==> src/rtl/zrle_packer.sv <==
// zrle_packer: zero-run-length coding stage of the EBPC encoder.
// Classifies each accepted symbol as zero / non-zero and emits left-aligned
// variable-length codes ('1' for non-zero, '0' + (n-1) for a run of n zeros)
// into a one-entry output register feeding the shift streamer. At end of block
// it drives the streamer's flush/idle handshake.
// Optional build macro ZRLE_PACKER_STATS_EN adds saturating symbol counters
// (nz_cnt_o, zero_cnt_o).
module zrle_packer #(
    parameter int DATA_W       = 8,
    parameter int MAX_ZRLE_LEN = 16
) (
    input  logic                          clk_i,
    input  logic                          rst_ni,
    input  logic [DATA_W-1:0]             data_i,
    input  logic                          last_i,
    input  logic                          vld_i,
    output logic                          rdy_o,
    output logic [2*DATA_W-1:0]           data_o,
    output logic [$clog2(DATA_W+1)-1:0]   shift_o,
    output logic                          flush_o,
    output logic                          vld_o,
    input  logic                          rdy_i,
    input  logic                          idle_i,
    output logic                          idle_o
`ifdef ZRLE_PACKER_STATS_EN
    ,
    output logic [31:0]                   nz_cnt_o,
    output logic [31:0]                   zero_cnt_o
`endif
);

    localparam int RL_W  = $clog2(MAX_ZRLE_LEN);
    localparam int LEN_W = $clog2(DATA_W + 1);
    localparam int OUT_W = 2 * DATA_W;

    localparam logic [RL_W-1:0]  RUN_MAX_M1 = RL_W'(MAX_ZRLE_LEN - 1);
    localparam logic [LEN_W-1:0] LEN_ONE    = LEN_W'(1);
    localparam logic [LEN_W-1:0] LEN_RUN    = LEN_W'(1 + RL_W);

    generate
        if (1 + RL_W > DATA_W) begin : g_bad_width
            $error("zrle_packer: 1+RL_W exceeds DATA_W");
        end
        if ((1 << RL_W) != MAX_ZRLE_LEN) begin : g_bad_max
            $error("zrle_packer: MAX_ZRLE_LEN must be a power of two");
        end
    endgenerate

    typedef enum logic [1:0] {
        ST_SCAN       = 2'd0,
        ST_PEND_NZ    = 2'd1,
        ST_FLUSH_WAIT = 2'd2,
        ST_FLUSH      = 2'd3
    } state_e;

    // Run code: MSB 0, then (n-1) MSB first, remaining LSBs zero.
    function automatic logic [OUT_W-1:0] run_code(input logic [RL_W-1:0] n_m1);
        run_code = {1'b0, n_m1, {(OUT_W-1-RL_W){1'b0}}};
    endfunction

    // Non-zero marker code: a single '1' at the MSB.
    function automatic logic [OUT_W-1:0] one_code();
        one_code = {1'b1, {(OUT_W-1){1'b0}}};
    endfunction

    state_e            state_r, state_nxt_s;
    logic [RL_W-1:0]   run_cnt_r, run_cnt_nxt_s;
    logic              pend_last_r, pend_last_nxt_s;
    logic              live_r;
    logic              vld_r;
    logic [OUT_W-1:0]  data_r;
    logic [LEN_W-1:0]  shift_r;
    logic              free_s;
    logic              accept_s;
    logic              zero_s;
    logic              load_s;
    logic [OUT_W-1:0]  code_s;
    logic [LEN_W-1:0]  len_s;

    assign free_s   = !vld_r || rdy_i;
    assign zero_s   = (data_i == {DATA_W{1'b0}});
    assign accept_s = vld_i && rdy_o;

    // State, run counter and pending-last register; live_r keeps rdy_o low during/just after reset.
    always_ff @(posedge clk_i or negedge rst_ni) begin
        if (!rst_ni) begin
            state_r     <= ST_SCAN;
            run_cnt_r   <= {RL_W{1'b0}};
            pend_last_r <= 1'b0;
            live_r      <= 1'b0;
        end else begin
            state_r     <= state_nxt_s;
            run_cnt_r   <= run_cnt_nxt_s;
            pend_last_r <= pend_last_nxt_s;
            live_r      <= 1'b1;
        end
    end

    // Next-state, run bookkeeping and code selection.
    always_comb begin
        state_nxt_s     = state_r;
        run_cnt_nxt_s   = run_cnt_r;
        pend_last_nxt_s = pend_last_r;
        load_s          = 1'b0;
        code_s          = {OUT_W{1'b0}};
        len_s           = {LEN_W{1'b0}};
        case (state_r)
            ST_SCAN: begin
                if (accept_s) begin
                    if (zero_s) begin
                        if (last_i || (run_cnt_r == RUN_MAX_M1)) begin
                            // n-1 equals the current count in both cases.
                            load_s        = 1'b1;
                            code_s        = run_code(run_cnt_r);
                            len_s         = LEN_RUN;
                            run_cnt_nxt_s = {RL_W{1'b0}};
                            if (last_i) begin
                                state_nxt_s = ST_FLUSH_WAIT;
                            end else begin
                                state_nxt_s = ST_SCAN;
                            end
                        end else begin
                            run_cnt_nxt_s = run_cnt_r + RL_W'(1);
                        end
                    end else if (run_cnt_r == {RL_W{1'b0}}) begin
                        load_s = 1'b1;
                        code_s = one_code();
                        len_s  = LEN_ONE;
                        if (last_i) begin
                            state_nxt_s = ST_FLUSH_WAIT;
                        end else begin
                            state_nxt_s = ST_SCAN;
                        end
                    end else begin
                        // Close the open run first; the '1' follows from PEND_NZ.
                        load_s          = 1'b1;
                        code_s          = run_code(run_cnt_r - RL_W'(1));
                        len_s           = LEN_RUN;
                        run_cnt_nxt_s   = {RL_W{1'b0}};
                        pend_last_nxt_s = last_i;
                        state_nxt_s     = ST_PEND_NZ;
                    end
                end else begin
                    state_nxt_s = ST_SCAN;
                end
            end
            ST_PEND_NZ: begin
                if (free_s) begin
                    load_s = 1'b1;
                    code_s = one_code();
                    len_s  = LEN_ONE;
                    if (pend_last_r) begin
                        state_nxt_s = ST_FLUSH_WAIT;
                    end else begin
                        state_nxt_s = ST_SCAN;
                    end
                end else begin
                    state_nxt_s = ST_PEND_NZ;
                end
            end
            ST_FLUSH_WAIT: begin
                if (!vld_r) begin
                    state_nxt_s = ST_FLUSH;
                end else begin
                    state_nxt_s = ST_FLUSH_WAIT;
                end
            end
            ST_FLUSH: begin
                if (idle_i) begin
                    state_nxt_s = ST_SCAN;
                end else begin
                    state_nxt_s = ST_FLUSH;
                end
            end
            default: begin
                state_nxt_s = ST_SCAN;
            end
        endcase
    end

    // One-entry output register: loads a new code when free, otherwise holds until taken.
    always_ff @(posedge clk_i or negedge rst_ni) begin
        if (!rst_ni) begin
            vld_r   <= 1'b0;
            data_r  <= {OUT_W{1'b0}};
            shift_r <= {LEN_W{1'b0}};
        end else if (load_s) begin
            vld_r   <= 1'b1;
            data_r  <= code_s;
            shift_r <= len_s;
        end else if (rdy_i) begin
            vld_r   <= 1'b0;
        end
    end

    // Handshake and status outputs decoded from registered state.
    always_comb begin
        rdy_o   = 1'b0;
        flush_o = 1'b0;
        idle_o  = 1'b0;
        case (state_r)
            ST_SCAN: begin
                rdy_o  = live_r && free_s;
                idle_o = (run_cnt_r == {RL_W{1'b0}}) && !vld_r;
            end
            ST_FLUSH: begin
                flush_o = 1'b1;
            end
            default: begin
                rdy_o = 1'b0;
            end
        endcase
    end

    assign vld_o   = vld_r;
    assign data_o  = data_r;
    assign shift_o = shift_r;

`ifdef ZRLE_PACKER_STATS_EN
    // Saturating symbol counters, cleared when the flush handshake completes.
    always_ff @(posedge clk_i or negedge rst_ni) begin
        if (!rst_ni) begin
            nz_cnt_o   <= 32'd0;
            zero_cnt_o <= 32'd0;
        end else if ((state_r == ST_FLUSH) && idle_i) begin
            nz_cnt_o   <= 32'd0;
            zero_cnt_o <= 32'd0;
        end else if (accept_s) begin
            if (!zero_s && (nz_cnt_o != 32'hFFFF_FFFF)) begin
                nz_cnt_o <= nz_cnt_o + 32'd1;
            end else if (zero_s && (zero_cnt_o != 32'hFFFF_FFFF)) begin
                zero_cnt_o <= zero_cnt_o + 32'd1;
            end else begin
                nz_cnt_o <= nz_cnt_o;
            end
        end else begin
            nz_cnt_o <= nz_cnt_o;
        end
    end
`endif

endmodule

==> config.mk <==
export PLATFORM = sky130hd
export DESIGN_NAME = zrle_packer
export DESIGN_NICKNAME = d
export VERILOG_FILES = /design/src/rtl/zrle_packer.sv
export SDC_FILE = /design/constraint.sdc
export NUM_CORES = 1
export LEC_CHECK = 0
export CORE_MARGIN = 1
export CORE_UTILIZATION = 45
export CTS_CLUSTER_SIZE = 30
export DETAILED_ROUTE_END_ITERATION = 10
export GPL_ROUTABILITY_DRIVEN = 0
export PLACE_DENSITY = 0.83
export SETUP_SLACK_MARGIN = 0.4
export SLEW_MARGIN = 20
export SYNTH_ARGS = -nofsm -noshare
export SYNTH_HDL_FRONTEND = slang
export SYNTH_SLANG_ARGS = --single-unit
==> constraint.sdc <==
create_clock -name clk_i -period 3.7 [get_ports clk_i]
set_input_delay 0.74 -clock clk_i [delete_from_list [all_inputs] [get_ports clk_i]]
set_output_delay 0.74 -clock clk_i [all_outputs]
set_load 0.01 [all_outputs]
Yosys cells after proc, flatten, opt, wreduce, memory -nomap -nowiden

Index checks and enable logic that the tools add are counted.

Register bits after elaboration: 29
Logic and storage cells: 64
Output and inout port bits: 24
Bits of input ports: 14

Add/sub/neg operators: 2
Multiplexer cells: 35
Bitwise logic cells: 2
Eq/ne operators: 6
Reduce and logical (&&, ||, !) cells: 12

Operators with widths:

| kind                                                 | number |
|---|---|
| 2-to-1 mux 16 bit                                    | 4 |
| case mux 16 bit (2 select lines)                     | 1 |
| 2-to-1 mux 4 bit                                     | 5 |
| 2-to-1 mux 2 bit                                     | 8 |
| 2-to-1 mux 15 bit                                    | 1 |
| 2-to-1 mux 1 bit                                     | 11 |
| logical NOT 8 bit                                    | 1 |
| case mux 2 bit (4 select lines)                      | 1 |
| case mux 4 bit (2 select lines)                      | 1 |
| 2-to-1 mux 3 bit                                     | 2 |
| adder 4 x 1 -> 4 bit (second input constant)         | 1 |
| equality test 2 bit (second input constant)          | 2 |
| equality test 4 bit (second input constant)          | 1 |
| logical NOT 4 bit                                    | 1 |
| != test 4 bit (second input constant)                | 1 |
| AND reduction 4 bit                                  | 1 |
| subtractor 4 x 1 -> 4 bit (second input constant)    | 1 |
| logical AND 1 bit                                    | 3 |
| AND reduction 3 bit                                  | 1 |
| equality test 2 x 1 -> 1 bit (second input constant) | 1 |
| logical NOT 2 bit                                    | 1 |
| logical OR 1 bit                                     | 2 |
| != test 2 bit (second input constant)                | 1 |
| NOT 1 bit                                            | 2 |
| other kinds (3)                                      | 3 |

Logic depth before layout (Yosys ltp)

Depth in word-level cells: 8
Depth in mapped cells: 6
Mapped depth without buffers: 6

Least setup slack after synthesis

No wires, ideal clock.

Path type: register to output
Start: register run_cnt_r[0]
End: output port idle_o
Setup slack: 1.457 ns
Data required time: 2.960 ns
Arrival: 1.503 ns
Cell stages (with the launch flop): 5
Cells stage by stage: dfrtp_1 > inv_1 > ha_1 > or3b_2 > nor4_1

Longest elaborated chain between the ends: 3

Ends and longest elaborated chain:

| item                     | line | RTL |
|---|---|---|
| start: declaration       | 67   | `logic [RL_W-1:0] run_cnt_r, run_cnt_nxt_s;` |
| start signal: assignment | 88   | `run_cnt_r <= {RL_W{1'b0}};` |
| start signal: assignment | 93   | `run_cnt_r <= run_cnt_nxt_s;` |
| logical NOT 4 bit        | 204  | `idle_o = (run_cnt_r == {RL_W{1'b0}}) && !vld_r;` |
| logical AND 1 bit        | 204  |  |
| 2-to-1 mux 1 bit         | 201  | `case (state_r)` |
| end: declaration         | 24   | `output logic idle_o` |

Every way passes these cells.

Final worst setup path

Same ends and word-level chain as after synthesis.

==> impl_metrics.csv <==
group,metric,value,unit
sta,setup_viol,0,
floorplanning,initial_core_util,47.9,%
run_status,status,"complete, no violations",
floorplanning,fp.dieH,47.9,um
sta,rsz0062_at_grt,"no",
placed_design,placed_area,1170,sq um
floorplanning,coreArea,1980,sq um
sta,fin_worst_skew,0.000554,ns
setup_path,path_max_fanout,8,
drt,drc_errors,0,
cells_and_area,final_cell_mix,"clkdlybuf4s50_1 (24), dfrtp_1 (16), conb_1 (14)",
clocking,ctsLongestPathBuffers,2,
run,maxCapViolCount,0,
power_and_ir_drop,power,539,uW
sta,hold_viol,0,
yosys,synthCells,98,
global_routing,antenna_found_initial,0,
drt,vias_per_cell,5.30,
setup_path,rrSetupSlack,1.61,ns
drt,drt_iter0_drc,24,
sta,slew_headroom,52.8,%
cells_and_area,drive_above_1_share,8.87,%
sta,period_needed,3.06,ns
yosys,synth_seq_cells,16,
cells_and_area,fin_util,60.7,%
clocking,cts_resized,0,
yosys,synth.distinct_cells,38,
setup_path,cp.arrival,2.32,ns
clocking,clock_latency,0.29,ns
floorplanning,rows,16,
min_path,hold_end,"shift_o[0]",
clocking,cts_tree,"yes",
cells_and_area,syn2layout_area_growth,26.6,%
drt,drt_wl_total,1930,um
placed_design,port_buffers,24,
clocking,htreeDepth,1,
drt,ant_nets,0,
min_path,hp-start,"shift_o[0]",
clocking,post-cts-setup-buffers,0,
cells_and_area,antenna_cells,0,
yosys,synth.yosys.seq_area_share,42.2,%
global_routing,met2_usage,31.9,%
floorplanning,fp.dieW,47.9,um
global_routing,top_usage_layer,"met2",
sta,tns,0,ns
placed_design,place_hpwl,1510,um
clocking,path_clk_slew,0.09,ns
setup_path,r2r_cells,5,
cells_and_area,fin_nets,141,
global_routing,grt_usage,17.7,%
global_routing,grt_use_met1,20.8,%
sta,tightest_slew,0.706,ns
setup_path,worstSetupPathType,"flop to output pin",
yosys,synth_warnings,0,
power_and_ir_drop,leakage,0.522,nW
global_routing,grt_max_degree,17,
setup_path,cp-end-kind,"output pin",
power_and_ir_drop,peakVddDrop,235,uV
yosys,avgSynthCellArea,9.69,sq um
cells_and_area,fin_area,1200,sq um
power_and_ir_drop,power_density,448,nW/um^2
sta,fmax,327,MHz
cells_and_area,layout_commonest_cell,"clkdlybuf4s50_1",
yosys,netlist_area,950,sq um
drt,num_vias,801,
clocking,hold_buffers,0,
drt,wl_per_cell,12.8,um
setup_path,cp.required,2.96,ns
setup_path,crit_path_start_kind,"flop",
sta,slew_viol_final,0,
min_path,hold_class,"flop to flop",
drt,drtPass1Iterations,4,
setup_path,r2r_end,"data_o[13]",
global_routing,grt_pass1_vias,658,
min_path,holdPathStages,1,
floorplanning,die_area,2300,sq um
clocking,cts_made_buffers,3,
sta,post-route-period-util,82.7,%
setup_path,timing.rr.start,"run_cnt_r[0]",
global_routing,use_met3,3.40,%
clocking,cts-root-buf,"clkbuf_4",
clocking,cts_sinks,16,
global_routing,grt_pass1_wl,2830,um
floorplanning,ios,38,
global_routing,overflow,0,
-- critical path, stage by stage, from the launching register on --
cell and delay, ns:
dfrtp_1 0.48, inv_1 0.11, ha_1 0.19, or3b_2 0.49, nor4_1 0.18, clkdlybuf4s50_1 0.58
-- metal layers --
metal	share of wire [%]	routed length, um
met5	0	0
met4	1.8	34
met3	3.8	74
met2	52	1010
met1	42	811
-- Yosys cell counts (all sizes together) --
library cell	count	area (sq um)
nand3	4	20.0
mux2	1	11.3
a22o	1	8.76
nand4	2	12.5
and2b	1	8.76
a21oi	3	15.0
a22oi	1	7.51
a21o	3	22.5
nand2b	4	25.0
or3b	1	8.76
a2111oi	2	17.5
or3	1	6.26
or2	1	6.26
a32o	1	10.0
buf	14	103
a31oi	1	6.26
a221o	3	30.0
nor4	5	31.3
o21ai	4	23.8
and2	2	12.5
ha	2	25.0
o21a	1	7.51
o221ai	1	8.76
and4	1	10.0
inv	5	18.8
dfrtp	16	400
conb	2	7.51
a211oi	1	7.51
nand2	4	15.0
or4	3	26.3
nor3	2	10.0
and3	2	12.5
nor2	2	7.51
nor2b	1	6.26
-- sequential cells by signal (all words and copies together), names as in the netlist --
signal	count
pend_last_r	1
shift_o	2
run_cnt_r	4
live_r	1
data_o	5
state_r	2
vld_o	1
-- where the power goes --
group	switching (mW)	internal, mW
sequential	0.0276	0.205
combinational	0.0891	0.101
clock	0.0561	0.0600
total	0.173	0.366
-- worst max-delay path by stage --
stage	start	to	slack, ns	cells after the start
detailed placement	rdy_i	rdy_o	0.91	4
global route	run_cnt_r[0]	idle_o	0.55	5
floorplan	run_cnt_r[0]	idle_o	1.46	4
CTS	run_cnt_r[0]	idle_o	0.65	5
finish	run_cnt_r[0]	idle_o	0.64	5
global placement	rdy_i	rdy_o	0.91	4
-- area by class of cell --
| type | instances | area, sq um |
|---|---|---|
| flip-flops and latches | 16 | 400 |
| inverters | 5 | 18.8 |
| multi-input cells | 75 | 473 |
| repair buffers | 24 | 240 |
| clock buffers | 4 | 36.3 |
| fillers | 162 | 779 |
| well taps | 27 | 33.8 |
-- per-stage QoR --
step	std cells	worst slack (ns)	hold WS [ns]
after CTS	151	0.654	0.486
after detailed placement	147	0.906	0.460
after global placement	147	0.915	0.448
after global routing	151	0.546	0.513
final	151	0.642	0.478
after floorplan	110	1.46	0.444
-- logic make-up (layout without fill, tap and decap cells) --
logic type               count (synthesis)  in the layout  share of synthesized area [%]
buffers and inverters                   19             33                           12.8
AND/OR/NAND/NOR                         36             36                           23.1
multiplexers                             1              1                           1.19
flip-flops                              16             16                           42.2
adder cells (fa/ha/maj)                  2              2                           2.63
other                                    2             14                          0.791
AO/OA/AOI/OAI                           22             22                           17.4
(Power assumes the default switching activity.)
